`src/rtl/pipe_clk_pkg.sv`:
```
// Shared rate codes, FSM state encoding and one-hot clock-select constants for the PIPE PCLK controller.
package pipe_clk_pkg;

  localparam logic [1:0] RATE_GEN1 = 2'd0;
  localparam logic [1:0] RATE_GEN2 = 2'd1;
  localparam logic [1:0] RATE_GEN3 = 2'd2;

  localparam logic [2:0] CLK_SEL_NONE = 3'b000;
  localparam logic [2:0] CLK_SEL_125  = 3'b001;
  localparam logic [2:0] CLK_SEL_250  = 3'b010;
  localparam logic [2:0] CLK_SEL_500  = 3'b100;

  typedef enum logic [1:0] {
    ST_IDLE = 2'd0,
    ST_QUAL = 2'd1,
    ST_GAP  = 2'd2,
    ST_SEL  = 2'd3
  } pclk_state_e;

  function automatic logic rate_legal(input logic [1:0] code, input logic gen3_en);
    return (code == RATE_GEN1) || (code == RATE_GEN2) || (gen3_en && (code == RATE_GEN3));
  endfunction

  function automatic logic [2:0] rate_onehot(input logic [1:0] code);
    case (code)
      RATE_GEN2: return CLK_SEL_250;
      RATE_GEN3: return CLK_SEL_500;
      default:   return CLK_SEL_125;
    endcase
  endfunction

endpackage

```
`src/rtl/pipe_pclk_ctrl_if.sv`:
```
// Lane rate requests / lock in, clock select and status out; no handshake, all levels.
interface pipe_pclk_ctrl_if #(parameter int LANES = 8);

  logic [2*LANES-1:0] lane_rate_req;
  logic [LANES-1:0]   lane_active;
  logic               mmcm_locked;
  logic [2:0]         clk_sel;
  logic [1:0]         cur_rate;
  logic               switching;
  logic               rate_mismatch;
  logic [15:0]        switch_count;

  modport master (
    output lane_rate_req, lane_active, mmcm_locked,
    input  clk_sel, cur_rate, switching, rate_mismatch, switch_count
  );

  modport slave (
    input  lane_rate_req, lane_active, mmcm_locked,
    output clk_sel, cur_rate, switching, rate_mismatch, switch_count
  );

endinterface

```
`src/rtl/pipe_pclk_ctrl_sync_bits.sv`:
```
// Per-bit flop-chain synchroniser; latency STAGES cycles, no backpressure.
module sync_bits #(
  parameter int WIDTH  = 1,
  parameter int STAGES = 2
) (
  input  logic             clk,
  input  logic             reset,
  input  logic [WIDTH-1:0] d,
  output logic [WIDTH-1:0] q
);

  (* ASYNC_REG = "TRUE", shreg_extract = "no" *) logic [WIDTH-1:0] sync_q [STAGES];

  always_ff @(posedge clk) begin
    if (reset) begin
      for (int i = 0; i < STAGES; i++) sync_q[i] <= '0;
    end else begin
      sync_q[0] <= d;
      for (int i = 1; i < STAGES; i++) sync_q[i] <= sync_q[i-1];
    end
  end

  assign q = sync_q[STAGES-1];

endmodule

```
`src/rtl/pipe_pclk_ctrl.sv`:
```
// PIPE PCLK rate controller: votes lane rate requests, qualifies, then glitch-free switches clk_sel via a gap.
// Latency: SYNC_STAGES + STABLE_CYCLES to gap start, GAP_CYCLES more to new select; no backpressure.
module pipe_pclk_ctrl
  import pipe_clk_pkg::*;
#(
  parameter int LANES         = 8,
  parameter int SYNC_STAGES   = 2,
  parameter int STABLE_CYCLES = 16,
  parameter int GAP_CYCLES    = 4,
  parameter int GEN3_EN       = 0
) (
  input logic              clk,
  input logic              reset,
  pipe_pclk_ctrl_if.slave  bus
);

  localparam logic [7:0] QUAL_LAST = 8'(STABLE_CYCLES - 1);
  localparam logic [3:0] GAP_LAST  = 4'(GAP_CYCLES - 1);

  logic [2*LANES-1:0] req_s;
  logic               lock_s;

  sync_bits #(.WIDTH(2*LANES), .STAGES(SYNC_STAGES)) u_sync_req (
    .clk   (clk),
    .reset (reset),
    .d     (bus.lane_rate_req),
    .q     (req_s)
  );

  sync_bits #(.WIDTH(1), .STAGES(SYNC_STAGES)) u_sync_lock (
    .clk   (clk),
    .reset (reset),
    .d     (bus.mmcm_locked),
    .q     (lock_s)
  );

  // lane_active is quasi-static, so it feeds the vote without synchronising.
  logic [1:0] vote_code;
  logic       vote_any;
  logic       vote_diff;
  logic       vote_ok;

  always_comb begin
    vote_code = RATE_GEN1;
    vote_any  = 1'b0;
    vote_diff = 1'b0;
    for (int i = 0; i < LANES; i++) begin
      if (bus.lane_active[i]) begin
        if (!vote_any) vote_code = req_s[2*i +: 2];
        else if (req_s[2*i +: 2] != vote_code) vote_diff = 1'b1;
        vote_any = 1'b1;
      end
    end
    vote_ok = vote_any && !vote_diff && rate_legal(vote_code, GEN3_EN != 0);
  end

  pclk_state_e state_q;
  logic [7:0]  qual_cnt_q;
  logic [3:0]  gap_cnt_q;
  logic [1:0]  target_q;
  logic [2:0]  clk_sel_q;
  logic [1:0]  cur_rate_q;
  logic        switching_q;
  logic        mismatch_q;
  logic [15:0] switch_count_q;

  always_ff @(posedge clk) begin
    if (reset) begin
      state_q        <= ST_IDLE;
      qual_cnt_q     <= '0;
      gap_cnt_q      <= '0;
      target_q       <= RATE_GEN1;
      clk_sel_q      <= CLK_SEL_125;
      cur_rate_q     <= RATE_GEN1;
      switching_q    <= 1'b0;
      mismatch_q     <= 1'b0;
      switch_count_q <= '0;
    end else begin
      mismatch_q <= vote_diff;
      case (state_q)
        ST_IDLE: begin
          if (vote_ok && (vote_code != cur_rate_q) && lock_s) begin
            target_q   <= vote_code;
            qual_cnt_q <= 8'd1;
            state_q    <= ST_QUAL;
          end
        end
        ST_QUAL: begin
          if (!vote_ok || (vote_code != target_q) || !lock_s) begin
            state_q <= ST_IDLE;
          end else if (qual_cnt_q >= QUAL_LAST) begin
            state_q     <= ST_GAP;
            gap_cnt_q   <= '0;
            clk_sel_q   <= CLK_SEL_NONE;
            switching_q <= 1'b1;
          end else begin
            qual_cnt_q <= qual_cnt_q + 8'd1;
          end
        end
        ST_GAP: begin
          // Losing lock mid-gap falls back to the safe 125 MHz buffer.
          if (!lock_s) begin
            clk_sel_q   <= CLK_SEL_125;
            cur_rate_q  <= RATE_GEN1;
            switching_q <= 1'b0;
            state_q     <= ST_IDLE;
          end else if (gap_cnt_q == GAP_LAST) begin
            clk_sel_q   <= rate_onehot(target_q);
            cur_rate_q  <= target_q;
            switching_q <= 1'b0;
            state_q     <= ST_SEL;
            if (switch_count_q != 16'hFFFF) switch_count_q <= switch_count_q + 16'd1;
          end else begin
            gap_cnt_q <= gap_cnt_q + 4'd1;
          end
        end
        ST_SEL:  state_q <= ST_IDLE;
        default: state_q <= ST_IDLE;
      endcase
    end
  end

  assign bus.clk_sel       = clk_sel_q;
  assign bus.cur_rate      = cur_rate_q;
  assign bus.switching     = switching_q;
  assign bus.rate_mismatch = mismatch_q;
  assign bus.switch_count  = switch_count_q;

endmodule

```
`src/flat_wrapper.sv`:
```
// flat-port wrapper written by rule: the top's interface ports become plain ports
module pipe_pclk_ctrl_flat import pipe_clk_pkg::*;
#(
  parameter int LANES         = 8,
  parameter int SYNC_STAGES   = 2,
  parameter int STABLE_CYCLES = 16,
  parameter int GAP_CYCLES    = 4,
  parameter int GEN3_EN       = 0
)
  (clk, reset, bus_lane_rate_req, bus_lane_active, bus_mmcm_locked, bus_clk_sel, bus_cur_rate, bus_switching, bus_rate_mismatch, bus_switch_count);
  pipe_pclk_ctrl_if #(.LANES(LANES)) bus_i ();
  input logic clk;
  input logic reset;
  input wire logic [$bits(bus_i.lane_rate_req)-1:0] bus_lane_rate_req;
  input wire logic [$bits(bus_i.lane_active)-1:0] bus_lane_active;
  input wire logic [$bits(bus_i.mmcm_locked)-1:0] bus_mmcm_locked;
  output wire logic [$bits(bus_i.clk_sel)-1:0] bus_clk_sel;
  output wire logic [$bits(bus_i.cur_rate)-1:0] bus_cur_rate;
  output wire logic [$bits(bus_i.switching)-1:0] bus_switching;
  output wire logic [$bits(bus_i.rate_mismatch)-1:0] bus_rate_mismatch;
  output wire logic [$bits(bus_i.switch_count)-1:0] bus_switch_count;
  assign bus_i.lane_rate_req = bus_lane_rate_req;
  assign bus_i.lane_active = bus_lane_active;
  assign bus_i.mmcm_locked = bus_mmcm_locked;
  assign bus_clk_sel = bus_i.clk_sel;
  assign bus_cur_rate = bus_i.cur_rate;
  assign bus_switching = bus_i.switching;
  assign bus_rate_mismatch = bus_i.rate_mismatch;
  assign bus_switch_count = bus_i.switch_count;
  pipe_pclk_ctrl #(.LANES(LANES), .SYNC_STAGES(SYNC_STAGES), .STABLE_CYCLES(STABLE_CYCLES), .GAP_CYCLES(GAP_CYCLES), .GEN3_EN(GEN3_EN)) u_core (.clk(clk), .reset(reset), .bus(bus_i));
endmodule
```
`config.mk`:
```
export PLATFORM = sky130hd
export DESIGN_NAME = pipe_pclk_ctrl_flat
export DESIGN_NICKNAME = d
export VERILOG_FILES = /design/src/rtl/pipe_clk_pkg.sv /design/src/rtl/pipe_pclk_ctrl_if.sv /design/src/rtl/pipe_pclk_ctrl_sync_bits.sv /design/src/rtl/pipe_pclk_ctrl.sv /design/src/flat_wrapper.sv
export SDC_FILE = /design/constraint.sdc
export NUM_CORES = 1
export LEC_CHECK = 0
export ABC_AREA = 1
export BUFFER_PORTS_ARGS = -buffer_cell sky130_fd_sc_hd__buf_2
export CAP_MARGIN = 20
export CORE_MARGIN = 2
export CORE_UTILIZATION = 48
export DETAILED_ROUTE_END_ITERATION = 16
export PLACE_DENSITY = 0.69
export RECOVER_POWER = 100
export SYNTH_ARGS = -nofsm -noshare
export SYNTH_HDL_FRONTEND = slang
export SYNTH_SLANG_ARGS = --single-unit
```
`constraint.sdc`:
```
create_clock -name clk -period 2.6 [get_ports clk]
set_input_delay 0 -clock clk [delete_from_list [all_inputs] [get_ports clk]]
set_output_delay 0 -clock clk [all_outputs]
set_load 0.02 [all_outputs]
```
=== Word-level counts from Yosys, hierarchy flattened ===
Memory sizes are Yosys's and may differ from the RTL's.
Cells that the tools add are included.

* Memories kept: 2
* Bits in writable memories: 34
* Output and inout port bits: 23
* Bits in registers: 39

* Bitwise logic cells: 4
* Reduce and logical (&&, ||, !) cells: 21
* Add/sub/neg operators: 3
* Muxes and demuxes: 79
* Equal/unequal tests: 26
* $lt $le $gt $ge: 1

{| class="wikitable"
|+ Memories
! memory !! depth !! width !! rd ports !! clocked after Yosys merged registers in !! wr ports !! RTL line !! text
|-
| u_core.u_sync_req.sync_q || 2 || 16 || 2 || 0 || 2 || pipe_pclk_ctrl_sync_bits.sv:12 || <nowiki>(* ASYNC_REG = "TRUE", shreg_extract = "no" *) logic [WIDTH-1:0] sync_q [STAGES];</nowiki>
|-
| u_core.u_sync_lock.sync_q || 2 || 1 || 2 || 0 || 2 || pipe_pclk_ctrl_sync_bits.sv:12 ||
|}

{| class="wikitable"
|+ Operator list
! kind !! count
|-
| 2-bit 2-to-1 mux || 22
|-
| 1-bit 2-to-1 mux || 38
|-
| 16-bit 2-to-1 mux || 2
|-
| 8-bit 2-to-1 mux || 3
|-
| 2-bit != test || 9
|-
| 16-bit by 1-bit adder with 16-bit output, second input constant || 1
|-
| 4-bit 2-to-1 mux || 4
|-
| 16-bit != test, second input constant || 1
|-
| 8-bit one-hot mux with 2 select lines || 1
|-
| 3-bit 2-to-1 mux || 4
|-
| 3-bit one-hot mux with 2 select lines || 2
|-
| 4-bit AND reduction || 3
|-
| 8-bit by 1-bit adder with 8-bit output, second input constant || 1
|-
| 8-bit by 4-bit >= comparator with 1-bit output, second input constant || 1
|-
| 2-bit != test, second input constant || 4
|-
| 2-bit one-hot mux with 4 select lines || 1
|-
| 4-bit one-hot mux with 2 select lines || 1
|-
| 2-bit by 1-bit equality test with 1-bit output, second input constant || 3
|-
| 2-bit equality test, second input constant || 3
|-
| 2-bit by 1-bit != test with 1-bit output, second input constant || 3
|-
| 5-bit AND reduction || 1
|-
| 4-bit by 1-bit adder with 4-bit output, second input constant || 1
|-
| 4-bit by 2-bit equality test with 1-bit output, second input constant || 1
|-
| 1-bit logical AND || 4
|-
| other kinds (10) || 20
|}

=== Depth between registers and ports, before layout ===
Gate-level depths: netlist of run 1.

* Depth after elaboration: 31
* Depth in mapped cells: 21
* Depth with buffers taken out: 21

=== By module ===
From an unflattened synthesis of run 1, not the netlist that was laid out.

* Cell total of the unflattened synthesis: 536
* Area, all modules: 3706.1 µm²

{| class="wikitable"
|+ By module, submodules not included
! module !! cells an instance !! area each (µm²) !! instances
|-
| pipe_pclk_ctrl || 415 || 2616.3 || 1
|-
| sync_bits (u_core.u_sync_req) || 115 || 1034.7 || 1
|-
| sync_bits (u_core.u_sync_lock) || 6 || 55.1 || 1
|}

=== Worst setup path before layout of run 1 ===
No wires, ideal clock.

* Path kind: register to register
* Start point: reg u_core.state_q[0]
* End point: reg u_core.switch_count_q[15] (netlist: u_core.bus.switch_count[15])
* Setup slack: 462 ps
* Library setup time: 128 ps
* Cell stages (with the launch flop): 13
* Data arrival time: 2011 ps
* Path buffers: 0
* Path through: dfxtp_1 inv_1 ha_1 nand2_1 nor2_1 nand2_1 inv_1 nand4_1 or2_2 nor3_2 nand4_1 xor2_1 nor2_1

* Longest elaborated chain between the ends: 2

{| class="wikitable"
|+ Ends and longest elaborated chain
! item !! RTL line !! text
|-
| start: declaration || pipe_pclk_ctrl.sv:57 || <nowiki>pclk_state_e state_q;</nowiki>
|-
| start signal: assignment || pipe_pclk_ctrl.sv:69 || <nowiki>state_q <= ST_IDLE;</nowiki>
|-
| start signal: assignment || pipe_pclk_ctrl.sv:85 || <nowiki>state_q <= ST_QUAL;</nowiki>
|-
| start signal: assignment || pipe_pclk_ctrl.sv:90 || <nowiki>state_q <= ST_IDLE;</nowiki>
|-
| 2-bit equality test || pipe_pclk_ctrl.sv:80 || <nowiki>case (state_q)</nowiki>
|-
| 4-bit AND reduction (no source line) || - ||
|-
| end signal: assignment || pipe_pclk_ctrl.sv:112 || <nowiki>if (switch_count_q != 16'hFFFF) switch_count_q <= switch_count_q + 16'd1;</nowiki>
|-
| end: declaration || pipe_pclk_ctrl.sv:65 || <nowiki>logic [15:0] switch_count_q;</nowiki>
|}

Every way passes these cells.
A chain may end at the register's enable or synchronous reset.

=== Final worst setup path of run 1 ===
Same ends and word-level chain as after synthesis.

==> results of run 1 <==
[flip-flops by register name (all words and copies together) (netlist names)]
signal,cells
u_core.bus.switching,1
u_core.u_sync_req.sync_q,32
u_core.gap_cnt_q,4
u_core.bus.clk_sel,3
u_core.state_q,2
u_core.u_sync_lock.sync_q,2
u_core.qual_cnt_q,8
u_core.target_q,2
u_core.bus.cur_rate,2
u_core.bus.switch_count,16
u_core.bus.rate_mismatch,1
[metal layers]
metal / vias up / GRT usage / wire [µm]
met1: 1436 / 0.233 / 3590
met5: - / 0 / 0
li1: 1732 / - / -
met4: 0 / 0.0910 / 162
met2: 80 / 0.317 / 3370
met3: 13 / 0.0376 / 298
[how the worst max path moves through the flow]
stage                                  endpoint  cells past startpoint
CTS                 u_core.bus.switch_count[15]                     12
floorplan           u_core.bus.switch_count[15]                     12
global placement    u_core.bus.switch_count[15]                     12
finish              u_core.bus.switch_count[15]                     12
detailed placement  u_core.bus.switch_count[15]                     12
global route               u_core.qual_cnt_q[0]                     19
[cell usage in the layout, fill, tap and decap left out, types with 11 or more instances in the layout]
cell type,instances
dfxtp_1,73
nand3_1,32
inv_1,88
dlygate4sd3_1,17
clkbuf_1,26
nor2_2,12
buf_2,24
nor2_1,76
a21oi_1,25
o21ai_0,13
clkbuf_8,11
nand2_1,113
[layout make-up]
cell class	instances	area, µm²
fill	691	2970
sequential	73	1460
tap	99	124
timing repair buffer	67	392
multi-input combinational	341	1750
clock buffer	12	155
inverter	94	359
clock inverter	4	51.3
[power by group through the flow]
stage               combinational [mW]  sequential [mW]  clock [mW]
floorplan                        0.404             1.26           0
global placement                 0.529             1.24           0
detailed placement               0.538             1.24           0
CTS                              0.561             1.22       0.924
global route                     0.624             1.23       0.965
finish                           0.547             1.22       0.894
[kinds of logic after synthesis]
logic type,count (synthesis)
AND/OR/NAND/NOR,277
XOR/XNOR,6
flip-flops,73
AO/OA/AOI/OAI,50
buffers and inverters,103
adder cells (fa/ha/maj),8
[Yosys cell counts]
cell,instances,area (µm²)
nand2_2,3,18.8
nor2_1,76,285
clkbuf_1,7,26.3
o21ai_4,1,16.3
o21ai_0,13,65.1
a21boi_2,1,11.3
buf_1,1,3.75
o221a_2,1,11.3
nor4_1,1,6.26
o21ai_2,1,8.76
o21ai_1,1,5.00
inv_1,89,334
a21oi_2,3,26.3
o22ai_1,1,6.26
inv_2,2,7.51
nand3b_1,5,37.5
a21oi_1,25,125
or2_2,2,12.5
nand3_1,32,160
ha_1,8,100
clkinv_1,1,3.75
clkinv_2,1,5.00
nand3_2,8,80.1
nor3_2,2,20.0
clkinv_4,1,8.76
o21ba_2,1,10.0
xor2_1,4,35.0
dfxtp_1,73,1460
nand2_1,113,424
nand4_1,8,50.1
o21bai_1,1,7.51
nor2_2,12,75.1
xnor2_1,2,17.5
nor2_4,3,33.8
a21oi_4,1,16.3
nand2_4,2,22.5
nor3_1,8,40.0
buf_6,1,11.3
or3_1,1,6.26
nand4_2,1,12.5
[worst max-delay path: stages, from the launching register on]
cell	delay, ps
dfxtp_1	330
inv_1	80
ha_1	180
nand2_1	140
nor2_2	230
nand2_1	180
inv_2	130
nand4_1	120
or2_2	360
nor3_4	180
nand4_1	130
xor2_1	140
nor2_1	50
[repair_timing]
action / in CTS / in global routing
setup endpoints to repair: 0 / 3
resized for setup: 0 / 3
hold endpoints to repair: 17 / 0
hold buffers: 17 / 0
[metrics by stage]
stage	instance area, µm²	hold WS, ps	setup slack [ps]
2_1_floorplan	3610	107	462
3_3_place_gp	3940	205	232
3_5_place_dp	3940	206	103
4_1_cts	4320	184	81.6
5_1_grt	4290	247	16.2
6_report	4290	217	224
==> key figures, run 1 <==
STA
  – Final hold violations: 0
  – Max_slew headroom: 0.568
  – RSZ-0062 raised after global routing: false
  – Final Max Tran Viols: 0
  – Final setup fails: 0
  – Setup TNS: 0 ps
  – Fin crit period: 2380 ps
  – Final Skew: 5.37 ps
  – Worst Tran Pin Value: 648 ps
  – Final Cycle Share: 0.914
  – Max Fclk: 421 MHz

Place
  – HPWL reported at the end of detailed placement: 5.36 mm
  – Post-placement cell count: 657
  – PortBufs: 49
  – RePlAce Congestion: 0.856

Finish
  – Area Overhead vs Synth: 18.8%
  – Ratio of cells with drive above 1 in the final layout: 0.147
  – Ant. Diodes: 0
  – Nets: 621
  – Final Util: 0.591
  – Non-Filler Instances: 690

Global route
  – Number of global-route vias before repair: 3052
  – Grt total ovfl: 0
  – First-pass GRT wire length: 12.9 mm
  – GRT Total Usage: 0.190
  – Antenna violations before repair: 0
  – Largest net degree at the start of global routing: 53

Logic synthesis
  – Synth Area in Compound Gates: 0.0856
  – Sequential area share after synthesis: 0.405
  – Yosys cell types: 40
  – Yosys warnings: 0
  – Synth Area in Adders: 0.0277
  – Register bit count reported by yosys: 73
  – Multiplexer area fraction after synthesis: 0
  – Mapped Area: 0.00361 mm²
  – Mapped Avg Cell Area: 6.98 µm²
  – Largest family of logic cells by synthesized area: simple AND/OR/NAND/NOR gates
  – Simple-gate share of the synthesized area: 0.356
  – Net Count, Synth: 552
  – Xor and xnor area share after synthesis: 0.0146
  – Cell count after synthesis: 517

Floorplan
  – I/O Pins: 50
  – Rows: 31
  – Initial Util: 0.497
  – Die X: 90.7 µm
  – Core Area: 0.00725 mm²
  – Total die area: 0.00823 mm²
  – Die height: 90.7 µm

Drt
  – Total number of vias: 3261
  – Pre-Repair DR Iteration Count: 5
  – Post-route ant nets: 0
  – Routed len/inst: 10.8 µm
  – DRC: 0
  – Via density: 4.73
  – DRT iter0 DRCs: 127
  – DRT Wirelength: 7.42 mm

Clock network
  – CTS Buffer Depth: 2
  – Htree depth: 3
  – Clock transition at path regs: 70 ps
  – Clock network latency to the later pin of the worst-skew pair: 340 ps
  – Clock sink total: 73
  – Post-CTS Setup Repair Bufs: 0
  – Num CTS Buffers: 9
  – CTS Root Cell: clkbuf_8
  – CTS tree: yes

Power
  – Power Internal: 1.87 mW
  – Pwr per Cell Area: 620 mW/mm²
  – Total power: 2.66 mW
  – Reg power frac: 0.458
  – P_leak: 1.96 nW
  – Peak supply drop: 243 µV
  – Combinational power share: 0.206
  – Net switching power: 789 µW
  – Clock share of power: 0.336
  – Sw frac: 0.297

Critical path
  – Worst r2r dst: u_core.bus.switch_count[15]
  – Worst setup startpoint: u_core.state_q[0]
  – CP required: 2810 ps
  – Setup slack, reg-to-reg: 220 ps
  – Critical path class: flop to flop
  – Worst-case reg-to-reg path depth: 12
  – Worst setup EP type: flop
  – WP data arrival: 2590 ps
  – FF-to-FF Start: u_core.state_q[0]
  – Worst Setup Start Kind: flop
  – Worst-path fanout max: 7

Min path
  – HP Start: bus_lane_active[7]
  – WHS Endpoint: u_core.target_q[0]
  – Hold depth: 5
  – Hold Crit Class: primary input to flop

Job
  – Max cap viols: 0

Outcome
  – Status: completed
Note: power is estimated with default switching activity, not from simulation.
==> inputs of run 2 (changes only) <==
CTS_BUF_LIST = sky130_fd_sc_hd__clkbuf_4   (was default)
==> run 2 against run 1 <==
Net effect: cell count is the same; core utilization is 0.79 points lower; critical path type unchanged; sequential power is essentially flat; hold slack worse by 63 ps; sequential cell count did not move; register-to-register slack gained 20 ps; setup slack gained 16 ps; non-clock buffer count stayed put; via count is 0.61% lower.
==> key figures, run 2 (synthesized netlist as in run 1, its figures left out) <==
Outcome
  – Status: completed

Job
  – Max cap viols: 0 (unchanged)

Drt
  – Via density: 4.70 (-0.61%)
  – DRT iter0 DRCs: 138 (+8.7%)
  – DRC: 0 (unchanged)
  – Routed len/inst: 10.7 µm (-0.57%)
  – Total number of vias: 3241 (-0.61%)
  – Pre-Repair DR Iteration Count: 4 (-1)
  – Post-route ant nets: 0 (unchanged)
  – DRT Wirelength: 7.38 mm (-0.57%)

STA
  – Worst Tran Pin Value: 643 ps (-4.90 ps)
  – Final Cycle Share: 0.908 (-0.00609)
  – Max_slew headroom: 0.571 (+0.00327)
  – Post-route setup slack: 240 ps (+15.8 ps)
  – Final Max Tran Viols: 0 (unchanged)
  – Final hold violations: 0 (unchanged)
  – Fin crit period: 2360 ps (-15.8 ps)
  – Final Skew: 10.4 ps (+5.07 ps)
  – Max Fclk: 424 MHz (+0.67%)
  – Worst Hold Margin: 154 ps (-63.4 ps)
  – Final setup fails: 0 (unchanged)

Place
  – DP Area: 0.00394 mm² (unchanged)
  – HPWL reported at the end of detailed placement: 5.36 mm (unchanged)
  – Place WS: 103 ps (unchanged)
  – RePlAce Congestion: 0.856 (unchanged)
  – PortBufs: 49 (unchanged)

Clock network
  – Clock sink total: 73 (unchanged)
  – Htree depth: 3 (unchanged)
  – CTS Root Cell: clkbuf_4
  – Clock network latency to the later pin of the worst-skew pair: 400 ps (+60 ps)
  – CTS Buffer Depth: 2 (unchanged)
  – CTS tree: yes
  – Clock transition at path regs: 110 ps (+40 ps)
  – Post-CTS Setup Repair Bufs: 0 (unchanged)
  – Num CTS Buffers: 9 (unchanged)

Finish
  – Nets: 621 (unchanged)
  – Largest register FFs: 32 (unchanged)
  – Most frequent cells in the layout: nand2_1 (113), inv_1 (89), nor2_1 (75)
  – Most flops, register: u_core.u_sync_req.sync_q
  – Fin area: 0.00423 mm² (-1.3%)
  – Area Overhead vs Synth: 17.2%
  – Final Util: 0.583 (-0.00794)
  – Ant. Diodes: 0 (unchanged)
  – Ratio of cells with drive above 1 in the final layout: 0.146 (-0.00169)
  – Commonest non-fill, non-tap cell in the layout: nand2_1

Floorplan
  – Die height: 90.7 µm (unchanged)
  – Core Area: 0.00725 mm² (unchanged)
  – Initial Util: 0.497 (unchanged)
  – I/O Pins: 50 (unchanged)
  – Total die area: 0.00823 mm² (unchanged)
  – Rows: 31 (unchanged)
  – Die X: 90.7 µm (unchanged)

Critical path
  – Worst-path fanout max: 7 (unchanged)
  – Worst setup EP type: flop
  – Worst Setup Start Kind: flop
  – Worst-case reg-to-reg path depth: 12 (unchanged)
  – CP top delay family: simple AND/OR/NAND/NOR gates
  – FF-to-FF Start: u_core.state_q[0]
  – Critical path class: flop to flop
  – Worst r2r dst: u_core.bus.switch_count[15]
  – Slowest cell on the critical path: or2_2
  – WP data arrival: 2640 ps (+50 ps)
  – Crit-path cells: inv_1, ha_1, nand2_1, nor2_4, nand2_1, inv_1, nand4_1, or2_2, nor3_4, nand4_1, xor2_1, nor2_1
  – Setup slack, reg-to-reg: 240 ps (+20 ps)
  – CP required: 2880 ps (+70 ps)
  – WP buf/inv: 2 (unchanged)
  – Critical path's largest stage delay: 360 ps (about the same)

Global route
  – First-pass GRT wire length: 13.0 mm (+0.80%)
  – Largest net degree at the start of global routing: 53 (unchanged)
  – Antenna violations before repair: 0 (unchanged)
  – GRT Total Usage: 0.191 (+0.000882)
  – Number of global-route vias before repair: 3083 (+1.0%)
  – Grt total ovfl: 0 (unchanged)

Power
  – Peak supply drop: 247 µV (+1.7%)
  – Net switching power: 767 µW (-2.7%)
  – Combinational power share: 0.227 (+0.021)
  – P_leak: 1.93 nW (-1.4%)
  – Power Internal: 1.68 mW (-10%)
  – Pwr per Cell Area: 578 mW/mm² (-6.8%)
  – Sw frac: 0.314 (+0.0171)
  – Reg power frac: 0.498 (+0.040)
  – Clock share of power: 0.275 (-0.061)

Min path
  – WHS Endpoint: u_core.target_q[0]
  – Hold depth: 5 (unchanged)
  – HP Start: bus_lane_active[7]
  – Hold Crit Class: primary input to flop
==> run 2: changes by cell type in the layout (fill, tap and decap cells not counted) <==
cell / previous run / this run
clkbuf_1: 26 / 25
a21oi_2: 4 / 3
clkbuf_8: 11 / 0
inv_2: 3 / 2
a21oi_4: 0 / 1
nor2_1: 76 / 75
inv_1: 88 / 89
clkbuf_4: 0 / 10
nor2_4: 3 / 4
clkinv_1: 1 / 3
==> run 2: how the worst max path moves through the flow <==
stage	slack [ps]	cells past startpoint	startpoint	to
5_1_grt	-3	12	u_core.state_q[0]	u_core.bus.switch_count[15]
2_1_floorplan	460	12	u_core.state_q[0]	u_core.bus.switch_count[15]
4_1_cts	70	12	u_core.state_q[0]	u_core.bus.switch_count[15]
6_report	240	12	u_core.state_q[0]	u_core.bus.switch_count[15]
3_3_place_gp	230	12	u_core.state_q[0]	u_core.bus.switch_count[15]
3_5_place_dp	100	12	u_core.state_q[0]	u_core.bus.switch_count[15]
==> run 2: power by group through the flow <==
stage	combinational, mW	clock [mW]	sequential, mW
2_1_floorplan	0.404	0	1.26
3_3_place_gp	0.529	0	1.24
3_5_place_dp	0.538	0	1.24
4_1_cts	0.560	0.700	1.22
5_1_grt	0.632	0.748	1.23
6_report	0.555	0.673	1.22
==> run 2: repair_timing <==
action                                  4_1_cts  5_1_grt
endpoints found under the hold margin        17        0
hold buffers                                 17        0
resized for setup                             0        3
endpoints found under the setup margin        0        3
==> run 2: area by class of cell <==
class	instances	area, µm²
multi-input cells	341	1760
inverters	94	359
well taps	99	124
clock buffers	10	75.1
repair buffers	67	392
fillers	705	3020
flip-flops and latches	73	1460
clock inverters	6	58.8
==> run 2: routing by layer <==
layer	track usage	vias to the layer above	wire, µm
met5	0	-	0
met4	0.0949	0	125
met3	0.0351	10	278
met2	0.320	65	3390
met1	0.234	1427	3580
li1	-	1739	-
==> run 2: per-stage QoR <==
step	total power [mW]	cells	setup TNS (ps)
3_5_place_dp	1.78	657	0
5_1_grt	2.61	690	-3.14
4_1_cts	2.48	690	0
2_1_floorplan	1.66	517	0
3_3_place_gp	1.77	657	0
6_report	2.45	690	0
==> run 2: worst register-to-register path: cells and delay by family, from the launching register on <==
family	cells	cell delay (ps)
fa+ha+maj	1	180
xor+xnor	1	140
flops	1	340
simple gates	8	1330
buf+inv	2	240
